File: config.mk
export PLATFORM = sky130hd
export DESIGN_NAME = route_ring_array_flat
export DESIGN_NICKNAME = d
export VERILOG_FILES = /design/src/rtl/route_ring_array_if.sv /design/src/rtl/route_ring_array.sv /design/src/flat_wrapper.sv
export SDC_FILE = /design/constraint.sdc
export NUM_CORES = 1
export LEC_CHECK = 0
export BUFFER_PORTS_ARGS = -buffer_cell sky130_fd_sc_hd__buf_2
export CELL_PAD_IN_SITES_DETAIL_PLACEMENT = 1
export CELL_PAD_IN_SITES_GLOBAL_PLACEMENT = 1
export CORE_MARGIN = 1
export CORE_UTILIZATION = 36
export DETAILED_ROUTE_END_ITERATION = 6
export PLACE_DENSITY_LB_ADDON = 0.25
export SLEW_MARGIN = 5
export SYNTH_ARGS = -nofsm -noshare
export SYNTH_HDL_FRONTEND = slang
export SYNTH_SLANG_ARGS = --single-unit
File: constraint.sdc
create_clock -name clk -period 1.75 [get_ports clk]
set_input_delay 0.35 -clock clk [delete_from_list [all_inputs] [get_ports clk]]
set_output_delay 0.35 -clock clk [all_outputs]
set_load 0.005 [all_outputs]
File: src/rtl/route_ring_array_if.sv
// Control/observation bundle for route_ring_array: load port, run/mode controls and ring taps.
// master = routing harness, slave = the ring array.
interface route_ring_array_if #(
  parameter int CHANNELS = 4,
  parameter int DEPTH    = 8,
  parameter int CNT_W    = 16
);
  logic [1:0]                mode;
  logic                      load_valid;
  logic                      load_ready;
  logic [CHANNELS*DEPTH-1:0] load_data;
  logic                      run;
  logic [CHANNELS-1:0]       q;
  logic [CNT_W-1:0]          cycle_cnt;
  logic                      wrap;
  logic                      busy;

  modport master (
    output mode, load_valid, load_data, run,
    input  load_ready, q, cycle_cnt, wrap, busy
  );

  modport slave (
    input  mode, load_valid, load_data, run,
    output load_ready, q, cycle_cnt, wrap, busy
  );
endinterface

File: src/rtl/route_ring_array.sv
// CHANNELS independent DEPTH-stage register rings (hold/toggle/rotate/LFSR) for routing bring-up.
// Optional ROUTE_RING_PARITY_EN adds a registered per-ring parity output.
module route_ring_array #(
  parameter int                 CHANNELS = 4,
  parameter int                 DEPTH    = 8,
  parameter int                 CNT_W    = 16,
  parameter logic [DEPTH-1:0]   SEED     = 8'h01,
  parameter logic [DEPTH-1:0]   TAPS     = 8'hB8
) (
  input  logic                  clk,
  input  logic                  rst,
  route_ring_array_if.slave     bus
`ifdef ROUTE_RING_PARITY_EN
  ,output logic [CHANNELS-1:0]  parity
`endif
);

  localparam int PH_W = $clog2(DEPTH);
  localparam logic [PH_W-1:0]  PH_LAST = PH_W'(DEPTH - 1);
  localparam logic [CNT_W-1:0] CNT_MAX = '1;

  localparam logic [0:0] S_IDLE = 1'b0;
  localparam logic [0:0] S_RUN  = 1'b1;

  localparam logic [1:0] MODE_TOGGLE = 2'b01;
  localparam logic [1:0] MODE_ROTATE = 2'b10;
  localparam logic [1:0] MODE_LFSR   = 2'b11;

  logic [0:0]                     state_q, state_d;
  logic [CHANNELS-1:0][DEPTH-1:0] ring_q, ring_d;
  logic [CNT_W-1:0]               cnt_q, cnt_d;
  logic [PH_W-1:0]                phase_q, phase_d;
  logic                           wrap_q, wrap_d;
  logic                           do_load, do_step;
  logic [CHANNELS-1:0]            tap_w;

  // Control path: loads only in IDLE, rings step only on RUN edges with run still high.
  always_comb begin
    state_d = state_q;
    cnt_d   = cnt_q;
    phase_d = phase_q;
    wrap_d  = 1'b0;
    do_load = 1'b0;
    do_step = 1'b0;
    if (state_q == S_IDLE) begin
      if (bus.load_valid) begin
        do_load = 1'b1;
        cnt_d   = '0;
        phase_d = '0;
      end else if (bus.run) begin
        state_d = S_RUN;
      end
    end else begin
      if (!bus.run) begin
        state_d = S_IDLE;
      end else begin
        do_step = 1'b1;
        if (cnt_q != CNT_MAX) cnt_d = cnt_q + CNT_W'(1);
        if (bus.mode == MODE_ROTATE) begin
          phase_d = (phase_q == PH_LAST) ? '0 : phase_q + PH_W'(1);
          wrap_d  = (phase_q == PH_LAST);
        end
      end
    end
  end

  genvar gi;
  generate
    for (gi = 0; gi < CHANNELS; gi++) begin : g_ch
      logic [DEPTH-1:0] stepped;
      logic             fb;

      // An all-zero LFSR would stay stuck, so force a 1 into stage 0.
      assign fb = (ring_q[gi] == '0) ? 1'b1 : ^(ring_q[gi] & TAPS);

      always_comb begin
        case (bus.mode)
          MODE_TOGGLE: stepped = ~ring_q[gi];
          MODE_ROTATE: stepped = {ring_q[gi][DEPTH-2:0], ring_q[gi][DEPTH-1]};
          MODE_LFSR:   stepped = {ring_q[gi][DEPTH-2:0], fb};
          default:     stepped = ring_q[gi];
        endcase
      end

      assign ring_d[gi] = do_load ? bus.load_data[gi*DEPTH +: DEPTH] :
                          do_step ? stepped : ring_q[gi];
      assign tap_w[gi]  = ring_q[gi][DEPTH-1];
    end
  endgenerate

  always_ff @(posedge clk) begin
    if (rst) begin
      state_q <= S_IDLE;
      ring_q  <= {CHANNELS{SEED}};
      cnt_q   <= '0;
      phase_q <= '0;
      wrap_q  <= 1'b0;
    end else begin
      state_q <= state_d;
      ring_q  <= ring_d;
      cnt_q   <= cnt_d;
      phase_q <= phase_d;
      wrap_q  <= wrap_d;
    end
  end

  assign bus.q          = tap_w;
  assign bus.cycle_cnt  = cnt_q;
  assign bus.wrap       = wrap_q;
  assign bus.busy       = (state_q == S_RUN);
  assign bus.load_ready = (state_q == S_IDLE);

`ifdef ROUTE_RING_PARITY_EN
  logic [CHANNELS-1:0] parity_q, parity_d;

  generate
    for (gi = 0; gi < CHANNELS; gi++) begin : g_par
      assign parity_d[gi] = ^ring_d[gi];
    end
  endgenerate

  always_ff @(posedge clk) begin
    if (rst) parity_q <= '0;
    else     parity_q <= parity_d;
  end

  assign parity = parity_q;
`endif

endmodule

File: src/flat_wrapper.sv
// flat-port wrapper written by rule: the top's interface ports become plain ports
module route_ring_array_flat 
#(
  parameter int                 CHANNELS = 4,
  parameter int                 DEPTH    = 8,
  parameter int                 CNT_W    = 16,
  parameter logic [DEPTH-1:0]   SEED     = 8'h01,
  parameter logic [DEPTH-1:0]   TAPS     = 8'hB8
)
  (clk, rst, bus_mode, bus_load_valid, bus_load_data, bus_run, bus_load_ready, bus_q, bus_cycle_cnt, bus_wrap, bus_busy);
  route_ring_array_if #(.CHANNELS(CHANNELS), .DEPTH(DEPTH), .CNT_W(CNT_W)) bus_i ();
  input  logic clk;
  input  logic rst;
  input wire logic [$bits(bus_i.mode)-1:0] bus_mode;
  input wire logic [$bits(bus_i.load_valid)-1:0] bus_load_valid;
  input wire logic [$bits(bus_i.load_data)-1:0] bus_load_data;
  input wire logic [$bits(bus_i.run)-1:0] bus_run;
  output wire logic [$bits(bus_i.load_ready)-1:0] bus_load_ready;
  output wire logic [$bits(bus_i.q)-1:0] bus_q;
  output wire logic [$bits(bus_i.cycle_cnt)-1:0] bus_cycle_cnt;
  output wire logic [$bits(bus_i.wrap)-1:0] bus_wrap;
  output wire logic [$bits(bus_i.busy)-1:0] bus_busy;
  assign bus_i.mode = bus_mode;
  assign bus_i.load_valid = bus_load_valid;
  assign bus_i.load_data = bus_load_data;
  assign bus_i.run = bus_run;
  assign bus_load_ready = bus_i.load_ready;
  assign bus_q = bus_i.q;
  assign bus_cycle_cnt = bus_i.cycle_cnt;
  assign bus_wrap = bus_i.wrap;
  assign bus_busy = bus_i.busy;
  route_ring_array #(.CHANNELS(CHANNELS), .DEPTH(DEPTH), .CNT_W(CNT_W), .SEED(SEED), .TAPS(TAPS)) u_core (.clk(clk), .rst(rst), .bus(bus_i));
endmodule
==> metrics <==
status completed; power per standard cell area 746 nW/µm²; total die area 8460 µm²; number of levels in the clock H-tree 2; die width slightly above 90 µm; diode count 0; vias in the first global route about 2.8k; worst vdd ir 0.000359 V; Nets 466; Final Max Tran Viols 0; sequential area share after synthesis between 30 and 40%; wirelength, routed 8.44 mm; crit path capture type flop; Worst-Skew Late Latency between 0.3 and 0.4 ns; signal arrival time at the worst endpoint between 1.5 and 2 ns; clock net sink count 53; Synth area leaders dfxtp_1 36%, a21oi_1 7.6%, a22oi_1 6.2%, mux2i_1 5.8%, nor2_1 4.3%; area delta synth->final 22.9%; Top Ports roughly 60; max-capacitance violation count 0; post-detailed-route wirelength per cell approximately 16 µm; initial antenna violation count 0; Pwr Total around 2.7 mW; filler instances 961; clock tree from TritonCTS built; count of antenna-violating nets left after detailed routing 0; maximum frequency from static timing analysis 604 MHz; proportion of netlist area held by the largest area contributor between 30% and 40%; Clock Skew approximately 0.0084 ns; portion of the clock cycle consumed by the worst path in the final layout between 90% and 100%; maximum net fanout on the critical path 6; worst-case clock buffer depth 2; count of flip-flops with a built-in enable after synthesis 0; combinational share of power 16.7%; commonest register cell after synthesis dfxtp_1; Post-Synthesis Cells about 360; worst slew pin tran slightly below 0.5 ns; most frequent cell after synthesis dfxtp_1; router iterations before antenna repair 4; sequential cell fraction of total power 49.6%; clock edge transition at the registers on the reported setup and hold paths about 0.10 ns; reported net switching power between 0.7 and 0.8 mW; Leak Pwr approximately 1.5 nW; synth cell count leaders 53 x dfxtp_1, 44 x a21oi_1, 33 x nor2_1; Async SR Flop Fraction 0%; global-route wire length before repair ~14 mm; critical path launch point type flop; setup slack of the critical path after layout roughly 0.095 ns; Final GP Congestion 0.803; internal cell power a little under 2 mW; post-detailed-placement half-perimeter wirelength around 5.7 mm; critical path required time just under 2 ns; core area 7770 µm²; number of distinct standard cells referenced by the synthesized netlist 45; post-layout instance count excluding filler cells around 520; cell count after placement 516; placed instance area 3410 µm²; starting density of the core a little under two fifths; largest net degree at the start of global routing 50; total number of vias roughly 2.9k; via density per instance about 5.4; synthesized area per cell between 8 and 9 µm²; number of hold-repair buffers added at the cts stage 0; footprint of the multi-input gates between 1500 and 2000 µm²; global-route usage over all layers 20.4%; Max transition margin between 60% and 70%; leading area contributor after synthesis dfxtp_1; Worst Hold Slack around 0.28 ns; cell area after technology mapping between 2000 and 3000 µm²; total nets after synthesis 406; violation count after the first detailed-route iteration ~130; num rows 32; Net Sw Frac ~28%; chip height approximately 92 µm; number of synthesized register bits 53; post-placement worst setup slack 0.0590 ns; Crit Path Class reg2reg; setup tns final 0 ns; area taken by flip-flops and latches 1060 µm²; clock root buffer master clkbuf_8; remaining global-route overflow 0; count of port buffers added during placement 60; final hold viol count 0; Min Clock Period, post-route ~1.7 ns; area of all placed cells without fillers 3580 µm²; portion of total power attributed to the clock network about a third; proportion of layout cells with a drive suffix above 1 between 20% and 30%; number of buffers created by CTS 5; DRC Markers 0; type of the most critical hold path in2reg; number of setup violations in the final report 0; yosys warns 0; final core area utilization ~46%
-- power groups by stage --
stage	clock network (mW)	registers (mW)	logic (mW)
after floorplan	0	1.33	0.294
after global placement	0	1.35	0.419
after detailed placement	0	1.35	0.431
after CTS	0.923	1.32	0.440
after global routing	0.971	1.33	0.500
final	0.902	1.32	0.446
-- sequential cells by signal, indices dropped and copies added (netlist names) --
register,count
u_core.phase_q,3
u_core.bus.wrap,1
u_core.bus.q,4
u_core.ring_q,28
u_core.bus.cycle_cnt,16
u_core.bus.busy,1
-- cell type report --
| type | instances | share of cell area, % |
|---|---|---|
| multi-input cells | 256 | 47.5 |
| flip-flops and latches | 53 | 29.6 |
| repair buffers | 81 | 13.5 |
| well taps | 102 | 3.56 |
| inverters | 24 | 2.51 |
| clock buffers | 6 | 2.31 |
| clock inverters | 2 | 1.05 |
-- cells by family (layout without fill, tap and decap cells) --
| group | count (synthesis) | after routing | share of synthesized area (%) |
|---|---|---|---|
| XOR/XNOR | 16 | 16 | 4.81 |
| AND/OR/NAND/NOR | 113 | 113 | 19.7 |
| multiplexers | 19 | 19 | 6.74 |
| AO/OA/AOI/OAI | 101 | 101 | 21.9 |
| adder cells (fa/ha/maj) | 7 | 7 | 3.01 |
| flip-flops | 53 | 53 | 36.4 |
| buffers and inverters | 52 | 113 | 7.43 |
-- repair_timing --
item,in CTS,in global routing
setup endpoints to repair,0,12
gates resized for setup,0,11
setup buffers,0,0
-- per-layer routing --
| metal | wire length, µm | GRT usage (%) | up-vias |
|---|---|---|---|
| met1 | 3830 | 27.1 | 1391 |
| met4 | 75 | 3.91 | 0 |
| li1 | - | - | 1401 |
| met3 | 328 | 3.57 | 6 |
| met2 | 4200 | 34.8 | 52 |
| met5 | 0 | 0 | - |
-- final timing paths --
| kind | from | end | slack [ns] | cells after the start |
|---|---|---|---|---|
| setup / recovery | u_core.bus.cycle_cnt[7] | u_core.bus.cycle_cnt[15] | 0.09 | 5 |
| hold / removal | bus_run | u_core.bus.busy | 0.28 | 3 |
| setup reg to reg | u_core.bus.cycle_cnt[7] | u_core.bus.cycle_cnt[15] | 0.09 | 5 |
| hold reg to reg | u_core.phase_q[2] | u_core.phase_q[2] | 0.48 | 2 |
-- critical path, stage by stage, from the launching register on --
cell and delay, ns:
dfxtp_1 0.37, nand4_2 0.20, or3_4 0.47, nor3_1 0.28
xnor2_1 0.16, nor2_1 0.06
-- cell usage in the layout (no fill, tap or decap), types with 3 or more instances in the layout --
master,n
o22ai_1,4
nand4_1,3
nand2_1,30
nor2_2,3
a21oi_1,44
nor4_1,7
buf_2,60
mux2i_1,17
dfxtp_1,53
a211oi_1,4
a22oi_1,24
xor2_1,4
ha_1,7
inv_1,24
nor2_1,31
buf_4,19
nor3_1,7
o211ai_1,8
nand3_1,5
nand2b_1,7
xnor2_1,12
o21ai_1,4
clkbuf_8,6
Note: power is estimated with default switching activity, not from simulation.
